$ cat src/rtl/oled_link_arbiter.sv
// Owner of the byte-serial OLED link: panel reset and settle, fixed init
// command burst, then round-robin whole-burst sharing between NREQ requesters.
module oled_link_arbiter #(
  parameter int NREQ          = 3,
  parameter int RST_CYCLES    = 16,
  parameter int SETTLE_CYCLES = 32
) (
  input  logic              HCLK_i,
  input  logic              HRESET_i,
  input  logic [NREQ-1:0]   req_i,
  input  logic [8*NREQ-1:0] req_data_i,
  input  logic [NREQ-1:0]   req_dnc_i,
  input  logic [NREQ-1:0]   req_last_i,
  output logic [NREQ-1:0]   req_ack_o,
  output logic [NREQ-1:0]   grant_o,
  output logic              tx_valid_o,
  output logic [7:0]        tx_data_o,
  output logic              tx_dnc_o,
  input  logic              tx_ready_i,
  output logic              oled_rst_n_o,
  output logic              init_done_o,
  output logic              busy_o
);

  localparam int CNT_MAX = (RST_CYCLES > SETTLE_CYCLES) ? RST_CYCLES : SETTLE_CYCLES;
  localparam int CW      = (CNT_MAX > 1) ? $clog2(CNT_MAX) : 1;
  localparam int PW      = (NREQ > 1) ? $clog2(NREQ) : 1;

  localparam logic [CW-1:0] RST_LAST    = CW'(RST_CYCLES - 1);
  localparam logic [CW-1:0] SETTLE_LAST = CW'(SETTLE_CYCLES - 1);
  localparam logic [PW-1:0] PTR_INIT    = PW'(NREQ - 1);

  // RST_HOLD: pin low | SETTLE: pin high, wait | INIT: ROM bytes | IDLE: arbitrate | BURST: forward owner
  typedef enum logic [2:0] {
    ST_RST_HOLD,
    ST_SETTLE,
    ST_INIT,
    ST_IDLE,
    ST_BURST
  } state_t;

  state_t          state_q;
  logic [CW-1:0]   cnt_q;
  logic [1:0]      idx_q;
  logic [PW-1:0]   rr_ptr_q;
  logic [PW-1:0]   owner_q;
  logic [NREQ-1:0] grant_q;
  logic            oled_rst_n_q;
  logic            init_done_q;

  logic            pick_vld;
  logic [PW-1:0]   pick_idx;
  logic            own_req;
  logic            own_xfer;

  function automatic logic [7:0] init_rom(input logic [1:0] i);
    case (i)
      2'd0:    return 8'hAE;
      2'd1:    return 8'hA0;
      2'd2:    return 8'h72;
      default: return 8'hAF;
    endcase
  endfunction

  // Scan starts one past the last owner so every requester waits at most NREQ-1 bursts.
  always_comb begin
    pick_vld = 1'b0;
    pick_idx = '0;
    for (int k = 1; k <= NREQ; k++) begin
      if (!pick_vld && req_i[PW'((int'(rr_ptr_q) + k) % NREQ)]) begin
        pick_vld = 1'b1;
        pick_idx = PW'((int'(rr_ptr_q) + k) % NREQ);
      end
    end
  end

  assign own_req  = req_i[owner_q];
  assign own_xfer = own_req & tx_ready_i;

  always_ff @(posedge HCLK_i) begin
    if (HRESET_i) begin
      state_q      <= ST_RST_HOLD;
      cnt_q        <= '0;
      idx_q        <= '0;
      rr_ptr_q     <= PTR_INIT;
      owner_q      <= '0;
      grant_q      <= '0;
      oled_rst_n_q <= 1'b0;
      init_done_q  <= 1'b0;
    end else begin
      case (state_q)
        ST_RST_HOLD: begin
          if (cnt_q == RST_LAST) begin
            cnt_q        <= '0;
            oled_rst_n_q <= 1'b1;
            state_q      <= ST_SETTLE;
          end else begin
            cnt_q <= cnt_q + 1'b1;
          end
        end
        ST_SETTLE: begin
          if (cnt_q == SETTLE_LAST) begin
            cnt_q   <= '0;
            idx_q   <= '0;
            state_q <= ST_INIT;
          end else begin
            cnt_q <= cnt_q + 1'b1;
          end
        end
        ST_INIT: begin
          // tx_valid is constantly high here, so ready alone means a transfer.
          if (tx_ready_i) begin
            if (idx_q == 2'd3) begin
              init_done_q <= 1'b1;
              state_q     <= ST_IDLE;
            end else begin
              idx_q <= idx_q + 2'd1;
            end
          end
        end
        ST_IDLE: begin
          if (pick_vld) begin
            grant_q <= {{(NREQ-1){1'b0}}, 1'b1} << pick_idx;
            owner_q <= pick_idx;
            state_q <= ST_BURST;
          end
        end
        ST_BURST: begin
          if (own_xfer && req_last_i[owner_q]) begin
            grant_q  <= '0;
            rr_ptr_q <= owner_q;
            state_q  <= ST_IDLE;
          end
        end
        default: state_q <= ST_RST_HOLD;
      endcase
    end
  end

  // Forwarding is gated by reset so an interrupted byte is never acked.
  always_comb begin
    tx_valid_o = 1'b0;
    tx_data_o  = '0;
    tx_dnc_o   = 1'b0;
    req_ack_o  = '0;
    if (!HRESET_i) begin
      case (state_q)
        ST_INIT: begin
          tx_valid_o = 1'b1;
          tx_data_o  = init_rom(idx_q);
        end
        ST_BURST: begin
          tx_valid_o         = own_req;
          tx_data_o          = req_data_i[8*int'(owner_q) +: 8];
          tx_dnc_o           = req_dnc_i[owner_q];
          req_ack_o[owner_q] = own_xfer;
        end
        default: ;
      endcase
    end
  end

  assign grant_o      = grant_q;
  assign oled_rst_n_o = oled_rst_n_q;
  assign init_done_o  = init_done_q;
  assign busy_o       = (state_q != ST_IDLE);

endmodule

$ cat config.mk
export PLATFORM = sky130hd
export DESIGN_NAME = oled_link_arbiter
export DESIGN_NICKNAME = d
export VERILOG_FILES = /design/src/rtl/oled_link_arbiter.sv
export SDC_FILE = /design/constraint.sdc
export NUM_CORES = 1
export LEC_CHECK = 0
export CORE_MARGIN = 2
export CORE_UTILIZATION = 40
export DETAILED_ROUTE_END_ITERATION = 10
export GPL_TIMING_DRIVEN = 1
export PLACE_DENSITY_LB_ADDON = 0.2
export SLEW_MARGIN = 40
export SYNTH_ARGS = -nofsm -noshare
export SYNTH_HDL_FRONTEND = slang
export SYNTH_SLANG_ARGS = --single-unit
$ cat constraint.sdc
create_clock -name HCLK_i -period 4.2 [get_ports HCLK_i]
set_clock_uncertainty 0.05 [all_clocks]
set_input_delay 0.84 -clock HCLK_i [delete_from_list [all_inputs] [get_ports HCLK_i]]
set_output_delay 0.84 -clock HCLK_i [all_outputs]
set_load 0.1 [all_outputs]
### Word level (Yosys, flattened, before mapping)

Cells that the tools add are included.

* add/subtract/negate cells: 5
* divide/modulo/power cells: 3
* magnitude comparators: 5
* equality and inequality tests: 17
* shift operators: 2
* mux-type cells: 49
* bitwise gates (word level): 2
* reduce and logical (&&, ||, !) cells: 18

Operators by type and width (number)
* $mod 32x3->32 const B: 3
* $mux 3: 10
* $pmux 8 s3: 1
* $shiftx 24x6->8: 1
* $mux 1: 16
* $pmux 8 s2: 1
* $pmux 3 s5: 1
* $ne 2x2->1 const B: 7
* $bmux 1 s2: 6
* $lt 2x4->1 const B: 3
* $mux 2: 6
* $mux 5: 2
* $pmux 5 s2: 1
* $mux 8: 1
* $add 2x2->3 const B: 2
* $eq 3x2->1 const B: 2
* $pmux 3 s2: 1
* $reduce_and 2->1: 3
* $reduce_and 3->1: 2
* $reduce_and 6->1: 1
* $reduce_bool 2->1: 3
* $add 5x1->5 const B: 1
* $eq 5x4->1 const B: 1
* $eq 5x5->1 const B: 1
* 20 further kinds: 25

* register bits: 19
* input port bits: 36
* output and inout port bits: 19
* word-level logic and storage cells: 109

### Logic depth before layout (Yosys ltp)

Gate-level depths: netlist (run 1).

* depth in word-level cells: 15
* gate-level depth with buffers: 8
* gate-level depth less buffers: 8

### Least setup slack after synthesis (run 1)

OpenSTA, ideal clock, no wires.

* path type: in2out
* from: input req_i[1]
* to: output req_ack_o[1]
* arrival: 3557 ps
* required time: 3310 ps
* slack: -247 ps
* cell stages on the path: 4
* path buffers: 0
* cells stage by stage: mux2i_1 -> o21ai_1 -> nand4b_1 -> nor3b_1

* word-level cells in the longest chain between the ends: 6

Ends and longest elaborated chain
* start, declared: line 10 `input logic [NREQ-1:0] req_i,`
* $bmux 1 s2: line 77 `assign own_req = req_i[owner_q];`
* $mux 1 (implied by the code): line 77
* $and 1x1->1: line 78 `assign own_xfer = own_req & tx_ready_i;`
* $and 3x3->3 (no line)
* $mux 3: line 147 `case (state_q)`
* $mux 3: line 146 `if (!HRESET_i) begin`
* end, declared: line 14 `output logic [NREQ-1:0] req_ack_o,`

No other way between the ends. The select of a mux whose other input is x is not followed.

### Worst setup path in the final report (run 1)

* from: input req_i[1]
* to: output req_ack_o[2]

The elaborated chain is that of the path after synthesis.

==> results of run 1 <==
final cells by class:
type | count | area, um^2 | share of cell area [%]
timing repair buffer | 56 | 531 | 23.8
sequential | 19 | 382 | 17.1
multi-input combinational | 175 | 1170 | 52.6
clock buffer | 4 | 45.0 | 2.02
inverter | 10 | 37.5 | 1.68
tap | 50 | 62.6 | 2.80
sequential cells by signal (all words and copies together) (netlist names):
name	flops
cnt_q	5
grant_o	3
idx_q	2
init_done_o	1
oled_rst_n_o	1
owner_q	2
rr_ptr_q	2
state_q	3
per-stage QoR:
| stage | worst slack, ps | instance area (um^2) | hold slack, ps |
|---|---|---|---|
| after floorplan | -70.5 | 1650 | 421 |
| after global placement | 605 | 2220 | 401 |
| after detailed placement | 540 | 2190 | 408 |
| after CTS | 546 | 2230 | 428 |
| after global routing | 421 | 2230 | 459 |
| final | 586 | 2230 | 426 |
per-layer routing:
layer,track usage [%],up-vias,share of wire (%)
met3,4.61,4,10
li1,-,864,-
met1,24.6,737,47
met2,31.3,56,42
met5,0,-,0
met4,5.25,0,1.1
Yosys cell counts, drive strengths merged:
master / n / area share (%)
dfxtp: 19 / 23
a21bo: 1 / 0.61
clkbuf: 7 / 1.6
a21o: 2 / 0.92
nand3b: 4 / 1.8
o41ai: 1 / 0.54
nor3: 3 / 0.92
nand2b: 5 / 1.9
inv: 10 / 2.3
o31ai: 1 / 0.46
o21a: 2 / 0.92
mux2i: 13 / 8.0
nand4b: 2 / 1.1
nor2: 25 / 5.8
a21boi: 1 / 0.69
nand4: 2 / 0.77
xnor2: 1 / 0.54
a211oi: 2 / 0.92
o32a: 1 / 0.69
o211ai: 2 / 0.92
o2bb2ai: 2 / 1.1
buf: 5 / 1.6
nor2b: 5 / 1.9
a2111oi: 1 / 0.54
a211o: 2 / 1.1
a311oi: 1 / 0.54
a221o: 1 / 0.61
a22oi: 2 / 0.92
or3b: 1 / 0.54
o21bai: 2 / 0.92
a21oi: 22 / 6.8
xor2: 2 / 1.1
nand3: 1 / 0.31
ha: 13 / 10
nor3b: 6 / 2.8
o21ai: 11 / 3.4
mux2: 3 / 2.1
or4b: 1 / 0.61
and3: 1 / 0.38
nand2: 23 / 5.3
o31a: 1 / 0.61
and2: 2 / 0.77
o22ai: 1 / 0.38
a31oi: 3 / 1.2
worst max-delay path, cell delays in order:
cell,delay [ps]
clkdlybuf4s50_1,600
mux2i_1,120
o21ai_1,330
nand4b_1,220
nor3_1,380
buf_12,230
power breakdown:
part | internal [mW] | leakage (nW) | switching, mW | total, mW
sequential | 0.193 | 0.154 | 0.0182 | 0.212
combinational | 0.0794 | 0.706 | 0.113 | 0.193
clock | 0.0675 | 0.0228 | 0.0599 | 0.127
path summary, 6_finish.rpt:
path         cells after the start      endpoint          from  slack (ps)
max reg2reg                      4   rr_ptr_q[1]    owner_q[1]        1780
min reg2reg                      2  oled_rst_n_o  oled_rst_n_o         430
max                              6  req_ack_o[2]      req_i[1]         590
min                              2  oled_rst_n_o  oled_rst_n_o         430
cells by family (layout without fill, tap and decap cells):
group / Yosys count / after routing / share of synthesized area (%)
muxes: 16 / 16 / 10.1
adders and majority gates: 13 / 13 / 9.98
AOI/OAI and AO/OA: 62 / 62 / 24.6
xor gates and xnor gates: 3 / 3 / 1.61
buffers and inverters: 22 / 70 / 5.53
and+or+nand+nor: 81 / 81 / 24.9
DFF: 19 / 19 / 23.3
==> out/results.txt, run 1 <==
clk sinks: 19
post-route minimum period: 3610 ps
Cells after Synth: 216
final WL: 4390 um
critical path endpoint category: primary output
f_max: 0.277 GHz
Leakage: 0.884 nW
final net count: 314
startpoint types: input pin
std cell rows: 23
CTS Buf Count: 3
dpl cells: 310
FF+latch count, synth: 19
Die X: 67.8 um
post-CTS sizing: 0
Syn. warnings: 0
final period utilization: 86.0%
core area: 0.00397 mm^2
Power Total: 532 uW
worst path required time: 3310 ps
CTS Root Cell: clkbuf_8
synth unique cells: 47
Layout area overhead: 36.9%
H-tree depth: 1
Max FO, Critical Path: 7
CTS clk-pin slew, worst paths: 70 ps
Final Core Density: 56.2%
die area: 0.00460 mm^2
RSZ-0062 raised after global routing: no
status: finished clean
Seq/Total Area, Yosys: 23.3%
commonest non-fill, non-tap cell in the layout: clkdlybuf4s50_1
clk buf depth: 2
drt pass-1 iters: 4
Port Buf Inserts: 54
Worst Tran Pin Value: 698 ps
vias in the first global route: 1463
clk_lat worst skew: 260 ps
max_slew headroom: 53.4%
total negative slack: 0 ps
vias per inst: 5.29
DRC: 0
ant diodes: 0
worst vdd ir: 0.134 mV
pwr dens: 238 mW/mm^2
fin. max-slew vios: 0
initial antenna violation count: 0
Avg Cell Area, Syn: 7.55 um^2
Arr. time, crit path: 2720 ps
WL/cell: 14.0 um
setup bufs post-CTS: 0
remaining antenna violation count: 0
hpwl dp: 3240 um
layout cells sized above 1: 13.3%
final hold violations: 0
Initial DRC Count: 60
I/O Pins: 55
Final Setup Violations: 0
Hold Crit Class: flip-flop to flip-flop
Post-CTS Hold Buffers: 0
first-pass GRT wire length: 6730 um
GP Congestion: 0.774
WS Path Type: input pin to primary output
routed via count: 1661
Starting Density: 41.1%
Max Cap Viol: 0
most frequent cells in the layout: clkdlybuf4s50_1 (35), nor2_1 (25), nand2_1 (23), a21oi_1 (22), dfxtp_1 (18)
synthesized area: 0.00163 mm^2
All-Layer GR Usage: 18.9%
largest net degree at the start of global routing: 30
post-synthesis net count: 265
GRT Residual Overflow: 0
CTS tree: done
DIE HEIGHT: 67.8 um
fill cell count: 398
Finished Layout Cells: 314
Power figures use the tool's default switching activity.
==> run 2, diff against run 1 <==
HOLD_SLACK_MARGIN = 0.03   (was unset)
==> results of run 2 <==
Final layout, timing and power as in run 1 (identical DEF).
==> run 3, diff against run 2 <==
CORE_UTILIZATION = 45   (was 40)
==> run 3 against run 2 <==
Net effect: sequential share of layout area rose by 0.17 points; setup slack better by 63 ps; first-iteration DRC count is 45% higher; design area shrank 1.0%; sequential power about the same; largest cell class unchanged; clock power down 28%; non-clock buffer count stayed put; final cell count shrank 1.3%; die area fell by 10%; core utilization up 8.5 points.
==> out/results.txt, run 3 (synthesis results as in run 1) <==
Hold WS: 433 ps (+6.67 ps)
RSZ-0062 raised after global routing: no
layout cells sized above 1: 13.6% (+0.38 points)
DIE HEIGHT: 64.2 um (-5.4%)
Die X: 64.2 um (-5.4%)
most frequent cells in the layout: clkdlybuf4s50_1 (35), nor2_1 (25), nand2_1 (23), a21oi_1 (22), dfxtp_1 (18)
CTS clk-pin slew, worst paths: 110 ps (+40 ps)
Port Buf Inserts: 54 (unchanged)
Largest register FFs: 5 (unchanged)
final period utilization: 84.5% (-1.5 points)
CTS Buf Count: 3 (unchanged)
Final Setup Violations: 0 (unchanged)
vias in the first global route: 1570 (+7.3%)
Reg with most FFs: cnt_q
Worst Tran Pin Value: 670 ps (-28.0 ps)
dpl cells: 306 (-1.3%)
remaining antenna violation count: 0 (unchanged)
clk_lat worst skew: 300 ps (+40 ps)
post-CTS sizing: 0 (unchanged)
first-pass GRT wire length: 7000 um (+4.0%)
ant diodes: 0 (unchanged)
Max FO, Critical Path: 7 (unchanged)
Post-CTS Hold Buffers: 0 (unchanged)
drt pass-1 iters: 4 (unchanged)
die area: 0.00412 mm^2 (-10%)
P_int: 308 uW (-9.4%)
hpwl dp: 3180 um (-2.0%)
I/O Pins: 55 (unchanged)
status: finished clean
GRT Residual Overflow: 0 (unchanged)
post-route minimum period: 3550 ps (-62.7 ps)
WS Path Type: input pin to primary output
Leakage: 0.879 nW (-0.57%)
final hold violations: 0 (unchanged)
Power Total: 495 uW (-6.8%)
f_max: 0.282 GHz (+1.8%)
fill cell count: 325 (-18%)
GP Congestion: 0.776 (+0.26%)
CTS tree: done
final net count: 314 (unchanged)
CTS Root Cell: clkbuf_4
H-tree depth: 1 (unchanged)
Hold Crit Class: flip-flop to flip-flop
All-Layer GR Usage: 21.1% (+2.1 points)
Initial DRC Count: 87 (+45%)
fin. max-slew vios: 0 (unchanged)
max_slew headroom: 55.2% (+1.9 points)
Layout area overhead: 35.5%
Arr. time, crit path: 2660 ps (-60 ps)
post-place setup slack: 610 ps (+70.0 ps)
critical path endpoint category: primary output
Clock Power Share: 18.5% (-5.5 points)
final WL: 4140 um (-5.5%)
worst vdd ir: 0.207 mV (+54%)
vias per inst: 5.41 (+2.3%)
core area: 0.00342 mm^2 (-14%)
clk sinks: 19 (unchanged)
Psw: 187 uW (-2.2%)
WL/cell: 13.4 um (-4.3%)
commonest non-fill, non-tap cell in the layout: clkdlybuf4s50_1
largest net degree at the start of global routing: 30 (unchanged)
Finished Layout Cells: 310 (-1.3%)
switching share of power: 37.8% (+1.8 points)
std cell rows: 21 (-8.7%)
Combinational Power Share: 38.9% (+2.6 points)
total negative slack: 0 ps (unchanged)
routed via count: 1677 (+0.96%)
startpoint types: input pin
clk buf depth: 2 (unchanged)
setup bufs post-CTS: 0 (unchanged)
Max Cap Viol: 0 (unchanged)
DRC: 0 (unchanged)
Final WS setup: 649 ps (+62.7 ps)
Seq pwr share: 42.6% (+2.8 points)
pwr dens: 224 mW/mm^2 (-5.9%)
Starting Density: 47.7% (+6.7 points)
worst path required time: 3310 ps (about the same)
initial antenna violation count: 0 (unchanged)
## run 3: cell types whose count changed in the layout (fill, tap and decap cells not counted), sizes merged
cell	previous run	this run
clkbuf	4	3
clkinv	0	1
## run 3: metal layers
layer	GRT usage (%)	vias up	part of all wire, %
met4	5.59	0	0.92
met1	25.9	753	48
li1	-	866	-
met2	36.5	54	43
met3	5.28	4	8.3
met5	0	-	0
## run 3: critical path, cell delays in order
cell and delay [ps]:
clkdlybuf4s50_1 580, mux2i_1 110, o21ai_1 320, nand4b_1 220, nor3_1 360, buf_12 230
## run 3: power groups by stage
stage               logic [mW]  registers (mW)  clock network [mW]
CTS                      0.194           0.211              0.0959
finish                   0.193           0.211              0.0918
floorplan                0.137           0.207                   0
global route             0.212           0.214               0.103
global placement         0.190           0.215                   0
detailed placement       0.193           0.215                   0
## run 3: path summary, 6_finish.rpt
check	startpoint	end	slack [ps]	depth (start not counted)
min reg2reg	oled_rst_n_o	oled_rst_n_o	430	2
min	oled_rst_n_o	oled_rst_n_o	430	2
max	req_i[1]	req_ack_o[2]	650	6
max reg2reg	owner_q[1]	rr_ptr_q[1]	1800	4
## run 3: layout make-up
type                    count  area [um^2]  area share [%]
clock inverters             1         5.00           0.227
multi-input cells         175         1170            53.2
well taps                  46         57.6            2.60
clock buffers               3         22.5            1.02
repair buffers             56          531            24.0
inverters                  10         37.5            1.70
flip-flops and latches     19          382            17.3
## run 3: stage by stage
step                cell area (um^2)  util, %
floorplan                       1650        -
global placement                2210     64.7
detailed placement              2180     63.8
CTS                             2210     64.7
global route                    2210     64.7
finish                          2210     64.7
